File: config.mk
export PLATFORM = sky130hd
export DESIGN_NAME = clk_div_gen
export DESIGN_NICKNAME = d
export VERILOG_FILES = /design/src/rtl/clk_div_gen.sv
export SDC_FILE = /design/constraint.sdc
export NUM_CORES = 1
export LEC_CHECK = 0
export BUFFER_PORTS_ARGS = -buffer_cell sky130_fd_sc_hd__buf_2
export CORE_AREA = 2 2 55 57
export CTS_CLUSTER_DIAMETER = 80
export DETAILED_ROUTE_END_ITERATION = 8
export DIE_AREA = 0 0 57 59
export PLACE_DENSITY = 0.79
export SYNTH_ARGS = -nofsm -noshare
export SYNTH_HDL_FRONTEND = slang
export SYNTH_SLANG_ARGS = --single-unit
File: constraint.sdc
create_clock -name i_ref_clk -period 3.8 [get_ports i_ref_clk]
set_input_delay 0.19 -clock i_ref_clk [delete_from_list [all_inputs] [get_ports i_ref_clk]]
set_output_delay 0.19 -clock i_ref_clk [all_outputs]
set_load 0.01 [all_outputs]
File: src/rtl/clk_div_gen.sv
// Integer clock divider with bypass, glitch-free ratio switching at period
// boundaries. Optional CLK_DIV_ODD_DUTY_EN gives 50% duty for odd ratios.
module clk_div_gen #(
   parameter int WIDTH = 8
) (
   input  logic             i_ref_clk,
   input  logic             i_rst_n,
   input  logic             i_clk_en,
   input  logic [WIDTH-1:0] i_div_ratio,
   output logic             o_div_clk,
   output logic             o_div_tick,
   output logic [WIDTH-1:0] o_active_ratio
);

   typedef enum logic {
      BYPASS,
      RUN
   } state_t;

   state_t           state;
   logic [WIDTH-1:0] count;
   logic [WIDTH-1:0] count_nx;
   logic [WIDTH-1:0] half;
   logic             div_q;
   logic             req_ok;
   logic             wrap;
   logic             run_clk;

   // a request is honoured only with enable high and a real ratio (>=2)
   assign req_ok   = i_clk_en && (i_div_ratio >= WIDTH'(2));
   assign wrap     = (count == (o_active_ratio - WIDTH'(1)));
   assign count_nx = count + WIDTH'(1);
   // high phase length: ceil(N/2), computed without an extra carry bit
   assign half     = o_active_ratio - (o_active_ratio >> 1);

   // state, period counter and registered outputs
   always_ff @(posedge i_ref_clk or negedge i_rst_n) begin
      if (!i_rst_n) begin
         state          <= BYPASS;
         count          <= '0;
         o_active_ratio <= '0;
         o_div_tick     <= 1'b0;
         div_q          <= 1'b0;
      end else begin
         unique case (state)
            BYPASS: begin
               if (req_ok) begin
                  state          <= RUN;
                  o_active_ratio <= i_div_ratio;
                  count          <= '0;
                  o_div_tick     <= 1'b1;
                  div_q          <= 1'b1;
               end else begin
                  count          <= '0;
                  o_active_ratio <= '0;
                  o_div_tick     <= 1'b0;
                  div_q          <= 1'b0;
               end
            end
            RUN: begin
               if (!wrap) begin
                  count      <= count_nx;
                  o_div_tick <= 1'b0;
                  div_q      <= (count_nx < half);
               end else if (req_ok) begin
                  o_active_ratio <= i_div_ratio;
                  count          <= '0;
                  o_div_tick     <= 1'b1;
                  div_q          <= 1'b1;
               end else begin
                  state          <= BYPASS;
                  o_active_ratio <= '0;
                  count          <= '0;
                  o_div_tick     <= 1'b0;
                  div_q          <= 1'b0;
               end
            end
            default: begin
               state <= BYPASS;
            end
         endcase
      end
   end

`ifdef CLK_DIV_ODD_DUTY_EN
   logic div_n;

   // half-cycle delayed copy; ANDing trims half a ref period off the high
   always_ff @(negedge i_ref_clk or negedge i_rst_n) begin
      if (!i_rst_n) begin
         div_n <= 1'b0;
      end else begin
         div_n <= div_q;
      end
   end

   assign run_clk = o_active_ratio[0] ? (div_q & div_n) : div_q;
`else
   assign run_clk = div_q;
`endif

   assign o_div_clk = (state == RUN) ? run_clk : i_ref_clk;

endmodule

* After elaboration in Yosys (flattened, before gate mapping)
Index checks and enable logic that the tools add are counted.
Word-level totals: bits in registers 19, input bits 11, output and inout port bits 10
Cells by class: add/subtract/negate cells 3, order comparisons 2, eq/ne operators 2, muxes and demuxes 13, bitwise gates (word level) 1, reduce and logical (&&, ||, !) cells 1
Operator list (count):
- $pmux W8 S2 | 2
- $mux W8 | 3
- $add A8 B1 Y8 const B | 1
- $eq A8 B8 Y1 | 1
- $ge A8 B2 Y1 const B | 1
- $lt A8 B8 Y1 | 1
- $sub A8 B1 Y8 const B | 1
- $sub A8 B7 Y8 | 1
- $pmux W1 S2 | 3
- $mux W1 | 5
- $ne A2 B1 Y1 const B | 1
- $logic_and A1 B1 Y1 | 1
- $not A1 Y1 | 1

* Logic depth before layout (Yosys ltp)
Gate-level depths: netlist of run 1.
word-level depth 5, gate-level depth with buffers 16, mapped depth without buffers 16

==> flow_metrics.py, run 1 <==
metrics = {
    "timing": {
        "fin_worst_skew_ps": 3.81,
        "slew_headroom_pct": 37.9,
        "grt_setup_unrepaired": "false",
        "period_share_pct": 84.1,
        "period_minus_slack_ps": 3200,
        "drv_slew": 0,
        "setup_violations": 0,
        "tns_ps": 0,
        "worst_pin_slew_ps": 919,
        "hold_viol": 0,
        "fmax_ghz": 0.313,
    },
    "min_path": {
        "hold_class": "in -> reg",
        "whs_path_depth": 3,
    },
    "grt": {
        "grt_pass1_wl_mm": 5.86,
        "grt_usage_pct": 23.4,
        "overflow": 0,
        "grt_pass1_vias": 1337,
        "antenna_found_initial": 0,
        "grt_max_degree": 20,
    },
    "logic_synthesis": {
        "yosysTopAreaCellShare_pct": 31.2,
        "synth_fa_ha_area_share_pct": 20.2,
        "yosys_warnings": 0,
        "netlist_area_um2": 1520,
        "synthSimpleGateAreaFrac_pct": 14.4,
        "synth_fp_nets": 191,
        "yosys.area_share.xor_xnor_pct": 14.4,
        "muxShareOfSynthArea_pct": 6.73,
        "syn_area_per_cell_um2": 9.77,
        "yosys_register_bits": 19,
        "synth_compound_area_share_pct": 8.37,
        "synth_area_leaders": "dfrtp_1 31%, ha_1 19%, xor2_1 7.5%, xnor2_1 6.9%, mux2i_1 5.3%",
        "synth_ff_type": "dfrtp_1",
        "synthCells": 156,
        "yosysTopAreaCell": "dfrtp_1",
        "ys_seq_area_share_pct": 31.2,
        "synth_top_family_by_area": "adder cells",
        "synthArstFlopShare_pct": 100,
        "synth_edf_count": 0,
        "post_synth_num_cell_types": 33,
    },
    "route": {
        "viasPerCell": 5.56,
        "dr.first_iter.drc_count": 16,
        "dr.pass1.iters": 4,
        "num_vias": 1200,
        "final_antenna_net_count": 0,
        "routed_wirelength_mm": 3.46,
        "wl_per_cell_um": 16.0,
        "drc": 0,
    },
    "clock_network": {
        "clk_pin_slew_ps": 110,
        "hold_buffers": 3,
        "cts_tree": "yes",
        "clk_latency_ps": 430,
        "cts_setup_buffers": 0,
        "cts_resized": 0,
    },
    "place": {
        "place_congestion": 0.891,
        "dp_hpwl_mm": 2.68,
        "post_dp_cell_area_um2": 1660,
        "portBuffers": 20,
    },
    "critical_path": {
        "worstSetupStartpointType": "flop",
        "critPathMaxStageDelay_ps": 450,
        "crit_fanout": 5,
        "crit_path_frequent_cell": "ha_1",
        "crit_path_end_kind": "flop",
        "ff2ff_setup_slack_ps": 600,
        "path_class": "reg -> reg",
        "crit_path_top_delay_cell": "dfrtp_1",
        "crit_chain": "inv_1, ha_1, o21ba_2, o21ai_0, a221oi_1, o21bai_1, a21oi_1, xnor2_1, ha_1, nand2_1, nor4_1, o31ai_1, o211ai_1, mux2i_1",
        "critical_path_arrival_ps": 3480,
        "required_ps": 4080,
        "crit_family": "compound AO/OA/AOI/OAI gates",
        "r2r_cells": 14,
        "worst-path-buf-inv": 1,
        "cp_num_cells": 14,
    },
    "power_and_ir_drop": {
        "p_comb_share_pct": 4.7,
        "peakVddDrop_mv": 0.296,
        "p_switching_uw": 89.9,
        "seqPwrFrac_pct": 53.8,
        "power.leakage_uw": 0.000915,
        "p_total_uw": 375,
        "clkPwrFrac_pct": 41.5,
        "intPower_uw": 285,
        "power.density_nw_per_um2": 216,
        "swShare_pct": 23.9,
    },
    "status": {
        "status": "finished, final reports clean",
    },
    "floorplan": {
        "die-area_um2": 3360,
        "die-height_um": 59,
        "die_w_um": 57,
        "io_pins": 21,
        "core-area_um2": 2710,
        "num_rows": 19,
        "start_util_pct": 56.2,
    },
    "finish": {
        "final_layout_size_suffix_gt1_share_pct": 16.8,
        "layout_commonest_cell": "ha_1",
        "syn_to_final_growth_pct": 13.8,
        "diodes": 0,
        "nets": 221,
        "final_cell_mix": "23 x ha_1, 20 x buf_2, 19 x dfrtp_1",
        "final_area_um2": 1730,
        "post-route-util_pct": 64.0,
    },
    "flow_run": {
        "maxCapViolCount": 0,
    },
}
-- tightest hold or removal path: cells and delay by family --
kind	cells	cell delay [ps]
buffers and inverters	1	110
muxes	1	60
and+or+nand+nor	1	50
-- kinds of logic (layout without fill, tap and decap cells) --
family	Yosys count	count (layout)
xor gates and xnor gates	25	25
and+or+nand+nor	45	45
muxes	10	10
buffers and inverters	17	46
adders and majority gates	24	24
DFF	19	19
AOI/OAI and AO/OA	16	16
-- state kept, by name, summed over array words and instances (netlist names) --
register / flops
o_active_ratio: 8
o_div_tick: 1
div_q: 1
count: 8
state: 1
-- Yosys cell counts, types with 2 or more instances --
master,number
dfrtp_1,19
nor2_1,9
a21oi_1,5
mux2i_1,8
o21ai_0,2
mux2_2,2
nand3_1,3
and2b_1,7
inv_1,15
xnor2_1,12
ha_1,23
nand2_1,18
xor2_1,13
-- final cells by class --
| cell class | instances | area, um2 |
|---|---|---|
| tap | 31 | 38.8 |
| fill | 221 | 976 |
| timing repair buffer | 23 | 133 |
| sequential | 19 | 475 |
| multi-input combinational | 120 | 977 |
| inverter | 15 | 56.3 |
| clock buffer | 8 | 53.8 |
-- metrics by stage --
step / setup slack (ps) / instances / hold WS, ps
after detailed placement: 678 / 206 / 159
after CTS: 621 / 216 / 4.58
final: 605 / 216 / 11.6
after floorplan: 1050 / 156 / -106
after global placement: 946 / 206 / 151
after global routing: 373 / 216 / 20.5
-- power groups by stage --
| stage | registers, uW | logic, uW | clock network (uW) |
|---|---|---|---|
| finish | 202 | 17.5 | 156 |
| global route | 202 | 19.8 | 169 |
| CTS | 202 | 17.5 | 162 |
| detailed placement | 206 | 15.1 | 0.231 |
| global placement | 206 | 14.4 | 0.231 |
| floorplan | 206 | 4.02 | 0.231 |
-- final timing paths --
path / start / to
min in group asynchronous: i_rst_n / div_q
max in group asynchronous: i_rst_n / o_active_ratio[0]
worst min register to register: count[0] / count[0]
worst min-delay path: i_div_ratio[6] / o_active_ratio[6]
worst max-delay path: o_active_ratio[2] / div_q
worst max register to register: o_active_ratio[2] / div_q
-- layer usage --
layer / vias up / wire [um] / GRT usage, %
met2: 45 / 1730 / 41.9
met4: 0 / 102 / 11.6
met1: 565 / 1480 / 27.3
met5: - / 0 / 0
li1: 579 / - / -
met3: 11 / 153 / 3.93
No activity file was read; power rests on OpenSTA's default activity.
==> run 2: changes to the inputs <==
- ABC_AREA: default -> 1
- CORE_AREA: 2 2 55 57 -> 2 2 61 63
- DIE_AREA: 0 0 57 59 -> 0 0 63 65
- PLACE_DENSITY: 0.79 -> 0.76
- clock period: 3.8 -> 2.7 ns (I/O delays scaled with it)
==> run 2 against run 1 <==
Effect of this change:
- maximum frequency grew 25%
- wire length rose by 4.0%
- sequential power grew 41%
- first-iteration DRC count rose by 110%
- global-route usage is 4.3 points lower
- setup slack worse by 450 ps
- combinational power is 34% higher
- synthesized area up 14%
- hold slack improved by 14 ps
- die area rose by 22%
- critical path depth grew 2
- critical path type unchanged
- largest cell class unchanged
- largest power group unchanged
- highest routed layer unchanged
==> flow_metrics.py, run 2 <==
metrics = {
    "critical_path": {
        "ff2ff_setup_slack_ps": 150,
        "path_class": "reg -> reg",
        "regToRegEndpoint": "div_q",
        "worstSetupStartpointType": "flop",
        "critical_path_arrival_ps": 2850,
        "r2r_cells": 16,
        "crit_fanout": 5,
        "crit_path_end_kind": "flop",
        "reg2reg_from": "o_active_ratio[2]",
        "required_ps": 3000,
    },
    "place": {
        "place_congestion": 0.839,
        "dpl_worst_slack_ps": 124,
        "post_dp_cell_area_um2": 1910,
        "dp_hpwl_mm": 2.91,
        "portBuffers": 20,
    },
    "finish": {
        "final_cell_mix": "76 x nand2_1, 47 x inv_1, 27 x nor2_1",
        "post-route-util_pct": 57.7,
        "syn_to_final_growth_pct": 15.8,
        "nets": 322,
        "nFillCells": 373,
        "final_layout_size_suffix_gt1_share_pct": 17.5,
        "reg_top3": "count: 8 flops, o_active_ratio: 8 flops",
        "diodes": 0,
        "layout_commonest_cell": "nand2_1",
        "final_area_um2": 2020,
    },
    "timing": {
        "fin_worst_skew_ps": 4.10,
        "whs_ps": 26.1,
        "period_share_pct": 94.4,
        "fmax_ghz": 0.393,
        "setup_violations": 0,
        "drv_slew": 0,
        "hold_viol": 0,
        "fin_ws_ps": 152,
        "period_minus_slack_ps": 2550,
        "worst_pin_slew_ps": 414,
        "slew_headroom_pct": 72.4,
    },
    "power_and_ir_drop": {
        "p_comb_share_pct": 4.6,
        "swShare_pct": 21.4,
        "peakVddDrop_mv": 0.244,
        "intPower_uw": 400,
        "seqPwrFrac_pct": 55.9,
        "p_switching_uw": 109,
        "power.density_nw_per_um2": 252,
        "power.leakage_uw": 0.00112,
        "clkPwrFrac_pct": 39.5,
    },
    "logic_synthesis": {
        "synth_fp_nets": 290,
        "synthArstFlopShare_pct": 100,
        "syn_area_per_cell_um2": 6.83,
        "synth_edf_count": 0,
        "yosys_register_bits": 19,
        "synth.most_common_cell": "nand2_1",
        "post_synth_num_cell_types": 26,
        "yosys_warnings": 0,
        "yosysTopAreaCell": "dfrtp_1",
        "synth_area_leaders": "dfrtp_1 27%, ha_1 17%, nand2_1 16%, inv_1 10%, nor2_1 5.8%",
        "synthCells": 255,
        "synth_ff_type": "dfrtp_1",
        "yosysTopAreaCellShare_pct": 27.3,
        "synth_commonest_cells": "76 x nand2_1, 48 x inv_1, 27 x nor2_1",
        "netlist_area_um2": 1740,
        "ys_seq_area_share_pct": 27.3,
    },
    "min_path": {
        "hold_class": "in -> reg",
        "whs_path_depth": 5,
        "hp-start": "i_div_ratio[2]",
        "min_to": "o_active_ratio[2]",
    },
    "route": {
        "dr.pass1.iters": 4,
        "final_antenna_net_count": 0,
        "viasPerCell": 4.76,
        "wl_per_cell_um": 10.8,
        "dr.first_iter.drc_count": 34,
        "routed_wirelength_mm": 3.60,
        "num_vias": 1590,
        "drc": 0,
    },
    "flow_run": {
        "maxCapViolCount": 0,
    },
    "status": {
        "status": "finished, final reports clean",
    },
    "clock_network": {
        "cts_tree": "yes",
        "clk_latency_ps": 400,
        "clk_pin_slew_ps": 100,
    },
    "floorplan": {
        "num_rows": 22,
        "die-height_um": 65,
        "die_w_um": 63,
        "die-area_um2": 4100,
        "io_pins": 21,
        "start_util_pct": 49.8,
        "core-area_um2": 3500,
    },
    "grt": {
        "grt_usage_pct": 19.2,
        "antenna_found_initial": 0,
        "grt_pass1_vias": 1521,
        "grt_pass1_wl_mm": 6.29,
        "overflow": 0,
        "grt_max_degree": 20,
    },
}
==> run 2: how the worst max path moves through the flow <==
stage	from	endpoint	slack (ps)	depth (start not counted)
2_1_floorplan	o_active_ratio[0]	div_q	280	16
4_1_cts	o_active_ratio[2]	div_q	90	15
6_report	o_active_ratio[2]	div_q	150	16
3_5_place_dp	o_active_ratio[2]	div_q	120	15
3_3_place_gp	o_active_ratio[2]	div_q	140	15
5_1_grt	o_active_ratio[2]	div_q	-2	16
==> run 2: power groups by stage <==
stage,registers [uW],logic (uW),clock network (uW)
5_1_grt,284,28.2,223
3_3_place_gp,290,22.3,0.325
4_1_cts,284,24.0,205
3_5_place_dp,290,22.9,0.325
2_1_floorplan,290,8.58,0.325
6_report,284,23.4,201
==> run 2: per-layer routing <==
layer | up-vias | track usage (%) | share of wire (%) | wire [um]
met5 | - | 0 | 0 | 0
met2 | 34 | 33.5 | 48 | 1740
met1 | 704 | 24.5 | 47 | 1690
met4 | 0 | 6.94 | 0.69 | 25
met3 | 4 | 2.08 | 4.1 | 147
li1 | 848 | - | - | -
==> run 2: through the flow <==
step           setup TNS, ps  instances  total power, uW
2_1_floorplan              0        255              299
3_3_place_gp               0        324              313
3_5_place_dp               0        324              313
4_1_cts                    0        332              514
5_1_grt                -1.96        334              535
6_report                   0        334              509
==> run 2: what timing repair did <==
action / 4_1_cts / 5_1_grt
gates resized for setup: 0 / 10
setup buffers: 0 / 2
hold buffers: 1 / 0
setup endpoints to repair: 0 / 1
hold endpoints to repair: 19 / 0
==> run 2: area by class of cell <==
class / count / area (um2) / area share, %
Clock buffer: 8 / 53.8 / 2.67
Inverter: 49 / 188 / 9.31
Multi-Input combinational cell: 185 / 1090 / 54.2
Sequential cell: 19 / 479 / 23.8
Tap cell: 48 / 60.1 / 2.98
Timing Repair Buffer: 25 / 143 / 7.07
==> run 2: kinds of logic (layout without fill, tap and decap cells) <==
group | count (synthesis) | count (layout) | synth area share [%]
DFF | 19 | 19 | 27.3
AOI/OAI and AO/OA | 16 | 16 | 5.10
and+or+nand+nor | 136 | 136 | 33.6
muxes | 1 | 1 | 0.647
xor gates and xnor gates | 8 | 8 | 4.02
adders and majority gates | 24 | 24 | 17.7
buffers and inverters | 51 | 82 | 11.6
==> run 2: worst max-delay path, cell delays in order, from the launching register on <==
cell and delay (ps):
dfrtp_2 450, clkinvlp_4 150, buf_4 150, ha_1 260, nor2_1 100, nand2_1 70, nand2_1 90, nand2_1 70
nand2_1 80, a21oi_2 60, xor2_1 160, ha_1 310, a21oi_2 60, o31ai_1 250, a21oi_1 60, nand3_1 90
nand2_1 50
==> run 3: changes to the inputs <==
- CORE_AREA: 2 2 61 63 -> 2 2 60 62
- CTS_BUF_LIST: default -> sky130_fd_sc_hd__clkbuf_2 sky130_fd_sc_hd__clkbuf_4 sky130_fd_sc_hd__clkbuf_8
- DIE_AREA: 0 0 63 65 -> 0 0 62 64
- PLACE_DENSITY: 0.76 -> 0.78
==> run 3 against run 2 <==
Effect of this change:
- count of clock-buffer cells in the layout is the same
- critical path type unchanged
- critical endpoint unchanged
- largest cell class unchanged
- wire length grew 5.3%
- die area shrank 3.1%
==> flow_metrics.py, run 3 (synthesis results as in run 2) <==
metrics = {
    "power_and_ir_drop": {
        "p_switching_uw": 113,
        "power.leakage_uw": 0.00115,
        "clkPwrFrac_pct": 41.2,
        "power.density_nw_per_um2": 255,
        "swShare_pct": 21.6,
        "seqPwrFrac_pct": 54.3,
        "peakVddDrop_mv": 0.258,
        "intPower_uw": 410,
        "p_comb_share_pct": 4.4,
    },
    "critical_path": {
        "crit_chain": "clkinvlp_4, ha_4, inv_2, a21oi_2, nand2_1, nand2_1, nand2_1, a21oi_2, xor2_1, ha_1, a21oi_2, o31ai_2, a21oi_1, nand3_1, nand2_1",
        "critical_path_arrival_ps": 2920,
        "cp-startpoint": "o_active_ratio[2]",
        "worstSetupStartpointType": "flop",
        "required_ps": 3060,
        "crit_path_frequent_cell": "nand2_1",
        "reg2reg_from": "o_active_ratio[2]",
        "crit_path_end_kind": "flop",
        "crit_path_top_delay_cell": "dfrtp_2",
        "ff2ff_setup_slack_ps": 130,
        "critPathMaxStageDelay_ps": 440,
        "regToRegEndpoint": "div_q",
        "crit_fanout": 5,
        "r2r_cells": 15,
        "path_class": "reg -> reg",
    },
    "finish": {
        "nets": 326,
        "layout_commonest_cell": "nand2_1",
        "final_cell_mix": "76 x nand2_1, 46 x inv_1, 27 x nor2_1",
        "diodes": 0,
        "final_layout_size_suffix_gt1_share_pct": 19.7,
        "reg_top3": "count: 8 flops, o_active_ratio: 8 flops",
        "post-route-util_pct": 62.5,
        "syn_to_final_growth_pct": 17.9,
        "fin_cells": 336,
        "final_area_um2": 2050,
    },
    "floorplan": {
        "core-area_um2": 3280,
        "die_w_um": 62,
        "die-height_um": 64,
        "io_pins": 21,
        "num_rows": 21,
        "die-area_um2": 3970,
        "start_util_pct": 53.0,
    },
    "route": {
        "routed_wirelength_mm": 3.79,
        "dr.first_iter.drc_count": 70,
        "viasPerCell": 4.85,
        "wl_per_cell_um": 11.3,
        "num_vias": 1628,
        "dr.pass1.iters": 4,
        "final_antenna_net_count": 0,
        "drc": 0,
    },
    "grt": {
        "overflow": 0,
        "grt_usage_pct": 20.8,
        "grt_pass1_wl_mm": 6.23,
        "grt_pass1_vias": 1546,
        "grt_max_degree": 20,
        "antenna_found_initial": 0,
    },
    "timing": {
        "drv_slew": 0,
        "tns_ps": 0,
        "period_minus_slack_ps": 2570,
        "worst_pin_slew_ps": 424,
        "fmax_ghz": 0.390,
        "fin_worst_skew_ps": 4.95,
        "setup_violations": 0,
        "period_share_pct": 95.0,
        "hold_viol": 0,
        "slew_headroom_pct": 71.7,
        "fin_ws_ps": 134,
    },
    "place": {
        "dp_hpwl_mm": 2.98,
        "dpl_worst_slack_ps": 96.7,
        "place_congestion": 0.824,
        "dp.cells": 322,
        "post_dp_cell_area_um2": 1900,
        "portBuffers": 20,
    },
    "clock_network": {
        "clk_latency_ps": 410,
        "clk_pin_slew_ps": 100,
        "cts_tree": "yes",
    },
    "status": {
        "status": "finished, final reports clean",
    },
    "flow_run": {
        "maxCapViolCount": 0,
    },
    "min_path": {
        "whs_path_depth": 5,
        "min_to": "o_active_ratio[0]",
        "hold_class": "in -> reg",
        "hp-start": "i_div_ratio[0]",
    },
}
-- run 3: worst max path at each step --
stage / end / cells after the start
2_1_floorplan: div_q / 16
3_3_place_gp: div_q / 15
3_5_place_dp: div_q / 15
4_1_cts: div_q / 15
5_1_grt: div_q / 15
6_report: div_q / 15
-- run 3: worst max-delay path: cells and delay by family (launching register included) --
kind	cells	cell delay (ps)
AO/OA/AOI/OAI	5	640
adder cells (fa/ha/maj)	2	600
flip-flops	1	440
AND/OR/NAND/NOR	5	410
buffers and inverters	2	230
XOR/XNOR	1	180
-- run 3: area by class of cell --
type | count | area, um2
Fill cell | 305 | 1230
Multi-Input combinational cell | 185 | 1100
Sequential cell | 19 | 479
Inverter | 49 | 188
Timing Repair Buffer | 29 | 173
Clock buffer | 8 | 57.6
Tap cell | 46 | 57.6
-- run 3: what timing repair did --
item	4_1_cts	5_1_grt
hold buffers	1	0
gates resized for setup	0	12
endpoints found under the setup margin	0	1
hold endpoints to repair	19	0
setup buffers	0	6
-- run 3: metrics by stage --
step                      hold slack, ps  power, uW
after floorplan                     -161        299
after CTS                           30.2        524
after detailed placement            88.1        313
after global routing                35.3        549
final                               11.3        523
after global placement              87.5        312
-- run 3: layer usage --
layer / GRT usage (%) / up-vias / part of all wire [%]
li1: - / 859 / -
met1: 27.1 / 721 / 46
met2: 33.2 / 39 / 49
met3: 2.83 / 9 / 3.5
met4: 9.57 / 0 / 2.1
met5: 0 / - / 0
-- run 3: power groups by stage --
stage	clock, uW	combinational [uW]	sequential (uW)
after detailed placement	0.325	22.6	290
final	216	23.3	284
after CTS	216	24.0	284
after floorplan	0.325	8.58	290
after global routing	236	28.0	284
after global placement	0.325	22.2	290
